$ cat src/rtl/cordic_pkg.sv
// rtl/cordic_pkg.sv - shared CORDIC constants and the iteration controller state type
//
// Contents:
//   CORDIC_WIDTH    data width of X/Y/Z (Q3.29 two's complement)
//   CORDIC_FRAC     fractional bits of the fixed-point format
//   CORDIC_ITER_W   width of the stage iteration_number input
//   CORDIC_MAX_ITER largest iteration count the stage's shift/atan table supports
//   cordic_state_e  controller FSM states
package cordic_pkg;

    localparam int CORDIC_WIDTH    = 32;
    localparam int CORDIC_FRAC     = 29;
    localparam int CORDIC_ITER_W   = 5;
    localparam int CORDIC_MAX_ITER = 21;

    typedef enum logic [1:0] {
        IDLE = 2'd0,
        RUN  = 2'd1,
        CAPT = 2'd2,
        DONE = 2'd3
    } cordic_state_e;

endpackage

$ cat src/rtl/cordic_iter_ctrl_if.sv
// rtl/cordic_iter_ctrl_if.sv - operand-in / result-out handshake bundle of the CORDIC iteration controller
//
// Signals:
//   in_valid, in_ready         operand handshake
//   x_init, y_init, z_init     operand set (WIDTH bits each)
//   out_valid, out_ready       result handshake
//   x_res, y_res, z_res        result vector (WIDTH bits each)
// Modports:
//   master  upstream/downstream side (offers operands, accepts results)
//   slave   the controller
interface cordic_iter_ctrl_if #(
    parameter int WIDTH = 32
);

    logic             in_valid;
    logic             in_ready;
    logic [WIDTH-1:0] x_init;
    logic [WIDTH-1:0] y_init;
    logic [WIDTH-1:0] z_init;

    logic             out_valid;
    logic             out_ready;
    logic [WIDTH-1:0] x_res;
    logic [WIDTH-1:0] y_res;
    logic [WIDTH-1:0] z_res;

    modport master (
        output in_valid, x_init, y_init, z_init, out_ready,
        input  in_ready, out_valid, x_res, y_res, z_res
    );

    modport slave (
        input  in_valid, x_init, y_init, z_init, out_ready,
        output in_ready, out_valid, x_res, y_res, z_res
    );

endinterface

$ cat src/rtl/cordic_iter_ctrl.sv
// rtl/cordic_iter_ctrl.sv - iteration sequencer wrapped around a free-running single-stage CORDIC datapath
//
// Ports:
//   clk, rst_n                  rising-edge clock (shared with the stage), async active-low reset
//   bus (slave)                 operand in_valid/in_ready + x/y/z_init, result out_valid/out_ready + x/y/z_res
//   stg_x_in/stg_y_in/stg_z_in  vector fed to the stage (operands on pass 0, stage feedback afterwards)
//   stg_iter                    iteration_number driven to the stage
//   stg_x_out/..._out           registered vector returned by the stage
//   busy                        an operation is iterating or being captured
module cordic_iter_ctrl
    import cordic_pkg::*;
#(
    parameter int WIDTH    = CORDIC_WIDTH,
    parameter int NUM_ITER = 16,
    parameter int ITER_W   = CORDIC_ITER_W
) (
    input  logic              clk,
    input  logic              rst_n,
    cordic_iter_ctrl_if.slave bus,
    output logic [WIDTH-1:0]  stg_x_in,
    output logic [WIDTH-1:0]  stg_y_in,
    output logic [WIDTH-1:0]  stg_z_in,
    output logic [ITER_W-1:0] stg_iter,
    input  logic [WIDTH-1:0]  stg_x_out,
    input  logic [WIDTH-1:0]  stg_y_out,
    input  logic [WIDTH-1:0]  stg_z_out,
    output logic              busy
);

    // The stage's angle table only covers CORDIC_MAX_ITER entries, and the
    // counter must be able to hold the last iteration index.
    generate
        if (NUM_ITER < 1 || NUM_ITER > CORDIC_MAX_ITER) begin : g_bad_num_iter
            $error("cordic_iter_ctrl: NUM_ITER must be in 1..%0d", CORDIC_MAX_ITER);
        end
        if ((NUM_ITER - 1) >= (1 << ITER_W)) begin : g_bad_iter_w
            $error("cordic_iter_ctrl: ITER_W too narrow for NUM_ITER");
        end
        if (WIDTH < CORDIC_FRAC + 3) begin : g_bad_width
            $error("cordic_iter_ctrl: WIDTH cannot hold the Q3.%0d format", CORDIC_FRAC);
        end
    endgenerate

    localparam logic [ITER_W-1:0] LAST_ITER = ITER_W'(NUM_ITER - 1);

    cordic_state_e     state_q;
    cordic_state_e     state_d;
    logic [ITER_W-1:0] iter_q;
    logic [WIDTH-1:0]  op_x_q, op_y_q, op_z_q;
    logic [WIDTH-1:0]  res_x_q, res_y_q, res_z_q;
    logic              last_iter;
    logic              use_feedback;

    assign last_iter = (iter_q == LAST_ITER);

    always_ff @(posedge clk or negedge rst_n) begin
        if (!rst_n) begin
            state_q <= IDLE;
        end else begin
            state_q <= state_d;
        end
    end

    always_comb begin
        state_d       = state_q;
        bus.in_ready  = 1'b0;
        bus.out_valid = 1'b0;
        busy          = 1'b0;
        stg_iter      = '0;
        use_feedback  = 1'b0;
        case (state_q)
            IDLE: begin
                bus.in_ready = 1'b1;
                if (bus.in_valid) begin
                    state_d = RUN;
                end
            end
            RUN: begin
                busy     = 1'b1;
                stg_iter = iter_q;
                // Pass 0 consumes the loaded operands; every later pass
                // recirculates the stage's own registered output.
                use_feedback = (iter_q != '0);
                if (last_iter) begin
                    state_d = CAPT;
                end
            end
            CAPT: begin
                busy         = 1'b1;
                use_feedback = 1'b1;
                state_d      = DONE;
            end
            DONE: begin
                bus.out_valid = 1'b1;
                if (bus.out_ready) begin
                    state_d = IDLE;
                end
            end
            default: begin
                state_d = IDLE;
            end
        endcase
    end

    assign stg_x_in = use_feedback ? stg_x_out : op_x_q;
    assign stg_y_in = use_feedback ? stg_y_out : op_y_q;
    assign stg_z_in = use_feedback ? stg_z_out : op_z_q;

    always_ff @(posedge clk or negedge rst_n) begin
        if (!rst_n) begin
            iter_q  <= '0;
            op_x_q  <= '0;
            op_y_q  <= '0;
            op_z_q  <= '0;
            res_x_q <= '0;
            res_y_q <= '0;
            res_z_q <= '0;
        end else begin
            case (state_q)
                IDLE: begin
                    if (bus.in_valid) begin
                        op_x_q <= bus.x_init;
                        op_y_q <= bus.y_init;
                        op_z_q <= bus.z_init;
                        iter_q <= '0;
                    end
                end
                RUN: begin
                    iter_q <= last_iter ? '0 : iter_q + 1'b1;
                end
                CAPT: begin
                    // The stage now holds the result of the final pass.
                    res_x_q <= stg_x_out;
                    res_y_q <= stg_y_out;
                    res_z_q <= stg_z_out;
                end
                default: begin
                end
            endcase
        end
    end

    assign bus.x_res = res_x_q;
    assign bus.y_res = res_y_q;
    assign bus.z_res = res_z_q;

endmodule

$ cat src/flat_wrapper.sv
// flat-port wrapper written by rule: the top's interface ports become plain ports
module cordic_iter_ctrl_flat import cordic_pkg::*;
#(
    parameter int WIDTH    = CORDIC_WIDTH,
    parameter int NUM_ITER = 16,
    parameter int ITER_W   = CORDIC_ITER_W
)
  (clk, rst_n, stg_x_in, stg_y_in, stg_z_in, stg_iter, stg_x_out, stg_y_out, stg_z_out, busy, bus_in_valid, bus_x_init, bus_y_init, bus_z_init, bus_out_ready, bus_in_ready, bus_out_valid, bus_x_res, bus_y_res, bus_z_res);
  cordic_iter_ctrl_if #(.WIDTH(WIDTH)) bus_i ();
  input  logic clk;
  input  logic rst_n;
  output logic [WIDTH-1:0] stg_x_in;
  output logic [WIDTH-1:0] stg_y_in;
  output logic [WIDTH-1:0] stg_z_in;
  output logic [ITER_W-1:0] stg_iter;
  input  logic [WIDTH-1:0] stg_x_out;
  input  logic [WIDTH-1:0] stg_y_out;
  input  logic [WIDTH-1:0] stg_z_out;
  output logic busy;
  input wire logic [$bits(bus_i.in_valid)-1:0] bus_in_valid;
  input wire logic [$bits(bus_i.x_init)-1:0] bus_x_init;
  input wire logic [$bits(bus_i.y_init)-1:0] bus_y_init;
  input wire logic [$bits(bus_i.z_init)-1:0] bus_z_init;
  input wire logic [$bits(bus_i.out_ready)-1:0] bus_out_ready;
  output wire logic [$bits(bus_i.in_ready)-1:0] bus_in_ready;
  output wire logic [$bits(bus_i.out_valid)-1:0] bus_out_valid;
  output wire logic [$bits(bus_i.x_res)-1:0] bus_x_res;
  output wire logic [$bits(bus_i.y_res)-1:0] bus_y_res;
  output wire logic [$bits(bus_i.z_res)-1:0] bus_z_res;
  assign bus_i.in_valid = bus_in_valid;
  assign bus_i.x_init = bus_x_init;
  assign bus_i.y_init = bus_y_init;
  assign bus_i.z_init = bus_z_init;
  assign bus_i.out_ready = bus_out_ready;
  assign bus_in_ready = bus_i.in_ready;
  assign bus_out_valid = bus_i.out_valid;
  assign bus_x_res = bus_i.x_res;
  assign bus_y_res = bus_i.y_res;
  assign bus_z_res = bus_i.z_res;
  cordic_iter_ctrl #(.WIDTH(WIDTH), .NUM_ITER(NUM_ITER), .ITER_W(ITER_W)) u_core (.clk(clk), .rst_n(rst_n), .bus(bus_i), .stg_x_in(stg_x_in), .stg_y_in(stg_y_in), .stg_z_in(stg_z_in), .stg_iter(stg_iter), .stg_x_out(stg_x_out), .stg_y_out(stg_y_out), .stg_z_out(stg_z_out), .busy(busy));
endmodule
$ cat config.mk
export PLATFORM = sky130hd
export DESIGN_NAME = cordic_iter_ctrl_flat
export DESIGN_NICKNAME = d
export VERILOG_FILES = /design/src/rtl/cordic_pkg.sv /design/src/rtl/cordic_iter_ctrl_if.sv /design/src/rtl/cordic_iter_ctrl.sv /design/src/flat_wrapper.sv
export SDC_FILE = /design/constraint.sdc
export NUM_CORES = 1
export LEC_CHECK = 0
export CAP_MARGIN = 10
export CELL_PAD_IN_SITES_DETAIL_PLACEMENT = 0
export CELL_PAD_IN_SITES_GLOBAL_PLACEMENT = 1
export CORE_MARGIN = 8
export CORE_UTILIZATION = 35
export DETAILED_ROUTE_END_ITERATION = 10
export PLACE_DENSITY_LB_ADDON = 0.1
export REMOVE_ABC_BUFFERS = 1
export SLEW_MARGIN = 20
export SYNTH_ARGS = -nofsm -noshare
export SYNTH_HDL_FRONTEND = slang
export SYNTH_SLANG_ARGS = --single-unit
$ cat constraint.sdc
create_clock -name clk -period 4.3 [get_ports clk]
set_clock_uncertainty 0.1 [all_clocks]
set_input_delay 0.43 -clock clk [delete_from_list [all_inputs] [get_ports clk]]
set_output_delay 0.43 -clock clk [all_outputs]
set_load 0.02 [all_outputs]
==> results of run 1 <==
where the power goes:
part	internal (mW)	switching (mW)	leakage [nW]
clock network	0.895	0.742	0.296
registers	2.84	0.542	2.34
logic	4.01	3.46	2.98
total	7.74	4.75	5.62
area by class of cell:
cell class | instances | area (um2) | share of cell area (%)
flip-flops and latches | 199 | 4980 | 36.4
diodes | 4 | 10.0 | 0.0732
repair buffers | 405 | 4070 | 29.7
clock buffers | 19 | 443 | 3.24
clock inverters | 12 | 158 | 1.15
inverters | 5 | 18.8 | 0.137
well taps | 330 | 413 | 3.02
multi-input cells | 326 | 3590 | 26.2
cells by family (layout without fill, tap and decap cells):
| family | count (synthesis) | in the layout | share of synthesized area, % |
|---|---|---|---|
| other | 0 | 4 | 0 |
| multiplexers | 292 | 292 | 37.9 |
| flip-flops | 199 | 199 | 56.8 |
| buffers and inverters | 38 | 441 | 2.43 |
| AND/OR/NAND/NOR | 20 | 20 | 1.23 |
| AO/OA/AOI/OAI | 8 | 8 | 0.757 |
| adder cells (fa/ha/maj) | 6 | 6 | 0.857 |
registers in the layout, indices dropped and copies added, names as in the netlist:
name              flops
u_core.bus.x_res     32
u_core.bus.y_res     32
u_core.bus.z_res     32
u_core.op_x_q        32
u_core.op_y_q        32
u_core.op_z_q        32
u_core.iter_q         5
u_core.state_q        2
cell usage after synthesis:
cell	instances	share of area, %
mux2_2	249	32
dfrtp_1	199	57
mux2_1	30	3.9
buf_1	13	0.56
mux2_4	10	1.7
buf_2	8	0.46
ha_1	6	0.86
and2_1	5	0.36
buf_4	5	0.43
inv_1	5	0.21
nand2_1	5	0.21
buf_6	4	0.51
mux2i_1	3	0.34
nand3_1	3	0.17
a21oi_1	2	0.11
clkbuf_1	2	0.086
nand2b_1	2	0.14
o21ai_0	2	0.11
a22o_1	1	0.10
a32o_1	1	0.11
and3_1	1	0.071
buf_8	1	0.17
nand4b_1	1	0.10
nor2_1	1	0.043
nor2b_1	1	0.071
nor3_1	1	0.057
o21ai_4	1	0.19
o41a_1	1	0.13
worst paths after layout:
check                                  start                end  slack (ns)  cells after the start
max in group asynchronous              rst_n  u_core.op_x_q[21]        2.50                      3
min reg2reg                u_core.op_x_q[11]  u_core.op_x_q[11]        0.40                      1
min                        u_core.op_x_q[11]  u_core.op_x_q[11]        0.40                      1
max                        u_core.state_q[1]       stg_x_in[31]        0.62                      7
max reg2reg                u_core.state_q[1]   u_core.op_x_q[9]        1.91                      5
min in group asynchronous              rst_n  u_core.op_y_q[18]        0.53                      2
worst max-delay path, cell delays in order (launching register included):
cell,delay (ns)
dfrtp_1,0.43
inv_1,0.09
ha_1,0.31
o41a_1,0.19
o21ai_4,0.15
buf_4,0.53
mux2_2,0.42
clkdlybuf4s50_1,0.54
metrics by stage:
| stage | hold slack, ns | cells | worst slack [ns] | area (um2) |
|---|---|---|---|---|
| 2_1_floorplan | 0.0344 | 530 | -1.17 | 8570 |
| 3_3_place_gp | 0.384 | 1263 | 1.12 | 13000 |
| 3_5_place_dp | 0.391 | 1263 | 1.05 | 13000 |
| 4_1_cts | 0.407 | 1295 | 0.572 | 13600 |
| 5_1_grt | 0.417 | 1300 | 0.437 | 13700 |
| 6_report | 0.405 | 1300 | 0.621 | 13700 |
metal layers:
metal | routed length, um | global-route usage, % | vias up
li1 | - | - | 2805
met1 | 9760 | 18.4 | 3029
met2 | 15000 | 32.9 | 211
met3 | 2110 | 6.23 | 45
met4 | 817 | 8.05 | 0
met5 | 0 | 0 | -
==> results.cfg, run 1 <==
[synthesis]
seq_area_frac_synth_pct = 56.8
yosys_warnings = 0
synth_seq_cells = 199
synth.distinct_cells = 28
netlist_area_mm2 = 0.00876
syn_inst = 563
syn_area_per_cell_um2 = 15.6

[clock_tree]
holdBufCountCts = 1
clockBufferDepth = 2
cts_made_buffers = 17
cts-root-buf = clkbuf_16
clkSinkCount = 199
clkSlewWorstSetupHoldPaths_ns = 0.07
cts_tree = yes
h-tree-depth = 4
clk_latency_ns = 0.42
cts_resized = 0
cts_setup_buffers = 0

[timing]
rsz0062_at_grt = false
setup_viol = 0
maxSlewHeadroom_pct = 43.2
tns_ns = 0
maxSlewViolCount = 0
post-route-min-period_ns = 3.68
fmax_mhz = 272
hold_viol = 0
worstMarginPinSlew_ns = 0.852
period_share_pct = 85.6

[global_routing]
grt_pass1_vias = 7064
grt_usage_pct = 18.1
grt_overflow_total = 0
grt_start_max_net_pins = 98
grt_first_pass_wirelength_um = 42500
antenna_found_initial = 4

[floorplanning]
dieArea_mm2 = 0.0304
die_w_um = 174
die_y_um = 174
std_cell_rows = 58
start_util_pct = 35.2
coreArea_mm2 = 0.0249
ioPinCount = 396

[worst_setup_path]
critPathArrivalTime_ns = 3.15
startpoint_type = register
crit_type = register to primary output
cp_max_fo = 45
cp-end-kind = primary output
worstPathRequired_ns = 3.77

[outcome]
status = finished, final reports clean

[flow_run]
maxCapViolations = 0

[power_and_ir_drop]
p_total_mw = 12.5
power_density_mw_per_mm2 = 913
p_leak_nw = 5.62
ir_drop_v = 0.000489

[final_layout]
fillers = 2073
nNetsFinal = 1156
drive_gt1_share_pct = 31.3
most-common-layout-cells = clkdlybuf4s50_1 (394), mux2_2 (249), dfrtp_1 (199), mux2_1 (30), clkbuf_16 (17)
mostFrequentLayoutCell = clkdlybuf4s50_1
areaGrowthSynthToFinish_pct = 56.1
fin_util_pct = 55.0

[drt]
drtAntennaViolNets = 0
post_drt_wl_per_cell_um = 21.3
drcViolationCount = 0
drt_iter0_drc = 265
routed_wl_um = 27600
drtPass1Iterations = 4
vias = 6090
vias_per_cell = 4.68

[hold_path]
hold_path.class = register to register

[placement]
dp_hpwl_um = 21200
portBuffers = 395
gp_congestion = 0.790
No activity file was read; power rests on OpenSTA's default activity.
==> run 2: changes to the inputs <==
--- a/config.mk
+++ b/config.mk
@@ -13,7 +13,6 @@
 export DETAILED_ROUTE_END_ITERATION = 10
 export PLACE_DENSITY_LB_ADDON = 0.1
 export REMOVE_ABC_BUFFERS = 1
-export SLEW_MARGIN = 20
 export SYNTH_ARGS = -nofsm -noshare
 export SYNTH_HDL_FRONTEND = slang
 export SYNTH_SLANG_ARGS = --single-unit
==> run 2 against run 1 <==
Effect of this change:
- die area unchanged
- design area is 0.20% lower
- final cell count barely moved
- combinational power barely moved
- sequential share of layout area is 0.073 points higher
- clock-buffer cell count is the same
- flip-flop and latch count unchanged
- routed wire length is 0.27% lower
==> results.cfg, run 2 (synthesis gave the netlist of run 1 again) <==
[outcome]
status = finished, final reports clean

[floorplanning]
std_cell_rows = 58
die_w_um = 174
die_y_um = 174
dieArea_mm2 = 0.0304
start_util_pct = 35.2
coreArea_mm2 = 0.0249
ioPinCount = 396

[global_routing]
grt_start_max_net_pins = 98
antenna_found_initial = 4
grt_first_pass_wirelength_um = 42500
grt_pass1_vias = 7064
grt_usage_pct = 18.1
grt_overflow_total = 0

[timing]
maxSlewViolCount = 0
hold_slack_ns = 0.405
period_share_pct = 85.4
setup_viol = 0
worstMarginPinSlew_ns = 1.11
worst_slack_ns = 0.626
maxSlewHeadroom_pct = 25.9
post-route-min-period_ns = 3.67
rsz0062_at_grt = false
hold_viol = 0
fmax_mhz = 272

[final_layout]
fillers = 2077
areaGrowthSynthToFinish_pct = 55.8
drive_gt1_share_pct = 31.2
nNetsFinal = 1155
most-common-layout-cells = clkdlybuf4s50_1 (394), mux2_2 (249), dfrtp_1 (199), mux2_1 (30), clkbuf_16 (17)
mostFrequentLayoutCell = clkdlybuf4s50_1
fin_util_pct = 54.9

[placement]
dp_slack_ns = 1.05
gp_congestion = 0.790
dp_hpwl_um = 21200
portBuffers = 395

[clock_tree]
h-tree-depth = 4
cts-root-buf = clkbuf_16
clkSinkCount = 199
cts_setup_buffers = 0
cts_made_buffers = 17
cts_tree = yes
clk_latency_ns = 0.42
clkSlewWorstSetupHoldPaths_ns = 0.07
clockBufferDepth = 2

[worst_setup_path]
startpoint_type = register
r2r-start = u_core.state_q[0]
crit_type = register to primary output
r2r_cells = 4
cp_max_fo = 45
worstPathRequired_ns = 3.77
crit_start = u_core.state_q[1]
critPathArrivalTime_ns = 3.14
cp-end-kind = primary output

[drt]
vias = 6089
drtPass1Iterations = 4
drcViolationCount = 0
routed_wl_um = 27600
drtAntennaViolNets = 0
post_drt_wl_per_cell_um = 21.2
drt_iter0_drc = 250
vias_per_cell = 4.69

[power_and_ir_drop]
p_leak_nw = 5.61
p_total_mw = 12.5
power_density_mw_per_mm2 = 913
ir_drop_v = 0.000489

[hold_path]
whs_path_depth = 1
hold_path.class = register to register
min-delay-start = u_core.op_x_q[11]

[flow_run]
maxCapViolations = 0
run 2: changes by cell type in the layout (fill, tap and decap cells not counted), sizes merged:
cell	previous run	this run
buf	9	8
run 2: final cells by class:
class                   count  area [um2]  share of cell area, %
flip-flops and latches    199        4980                   36.5
diodes                      4        10.0                 0.0733
well taps                 330         413                   3.02
clock inverters            12         158                   1.15
clock buffers              19         443                   3.24
multi-input cells         326        3590                   26.3
inverters                   5        18.8                  0.137
repair buffers            404        4040                   29.6
run 2: worst paths after layout:
| check | end | slack [ns] |
|---|---|---|
| max | stg_z_in[30] | 0.63 |
| min | u_core.op_x_q[11] | 0.40 |
| max reg2reg | u_core.bus.y_res[15] | 1.72 |
| min reg2reg | u_core.op_x_q[11] | 0.40 |
| max in group asynchronous | u_core.op_x_q[21] | 2.50 |
| min in group asynchronous | u_core.op_y_q[18] | 0.53 |
run 2: critical path, cell delays in order (launching register included):
cell and delay [ns]:
dfrtp_1 0.43, inv_1 0.09, ha_1 0.31, o41a_1 0.19, o21ai_4 0.15, buf_4 0.53
mux2_2 0.41, clkdlybuf4s50_1 0.55
run 2: power by group:
group | switching [mW] | internal [mW]
logic | 3.45 | 3.99
registers | 0.541 | 2.84
clock network | 0.743 | 0.895
run 2: through the flow:
step                area, um2  instances  setup TNS, ns
floorplan                8570        530        -107.49
global placement        13000       1263              0
detailed placement      13000       1263              0
CTS                     13600       1295              0
global route            13700       1299              0
finish                  13700       1299              0
run 2: layer usage:
metal,wire (um),share of wire (%),track usage (%)
met1,9720,35,18.4
met2,14800,54,32.9
met3,2160,7.8,6.23
met4,836,3.0,8.05
met5,0,0,0
run 2: what timing repair did:
item | 4_1_cts | 5_1_grt
endpoints found under the setup margin | 0 | 0
hold buffers | 1 | 0
endpoints found under the hold margin | 13 | 0
gates resized for setup | 0 | 0
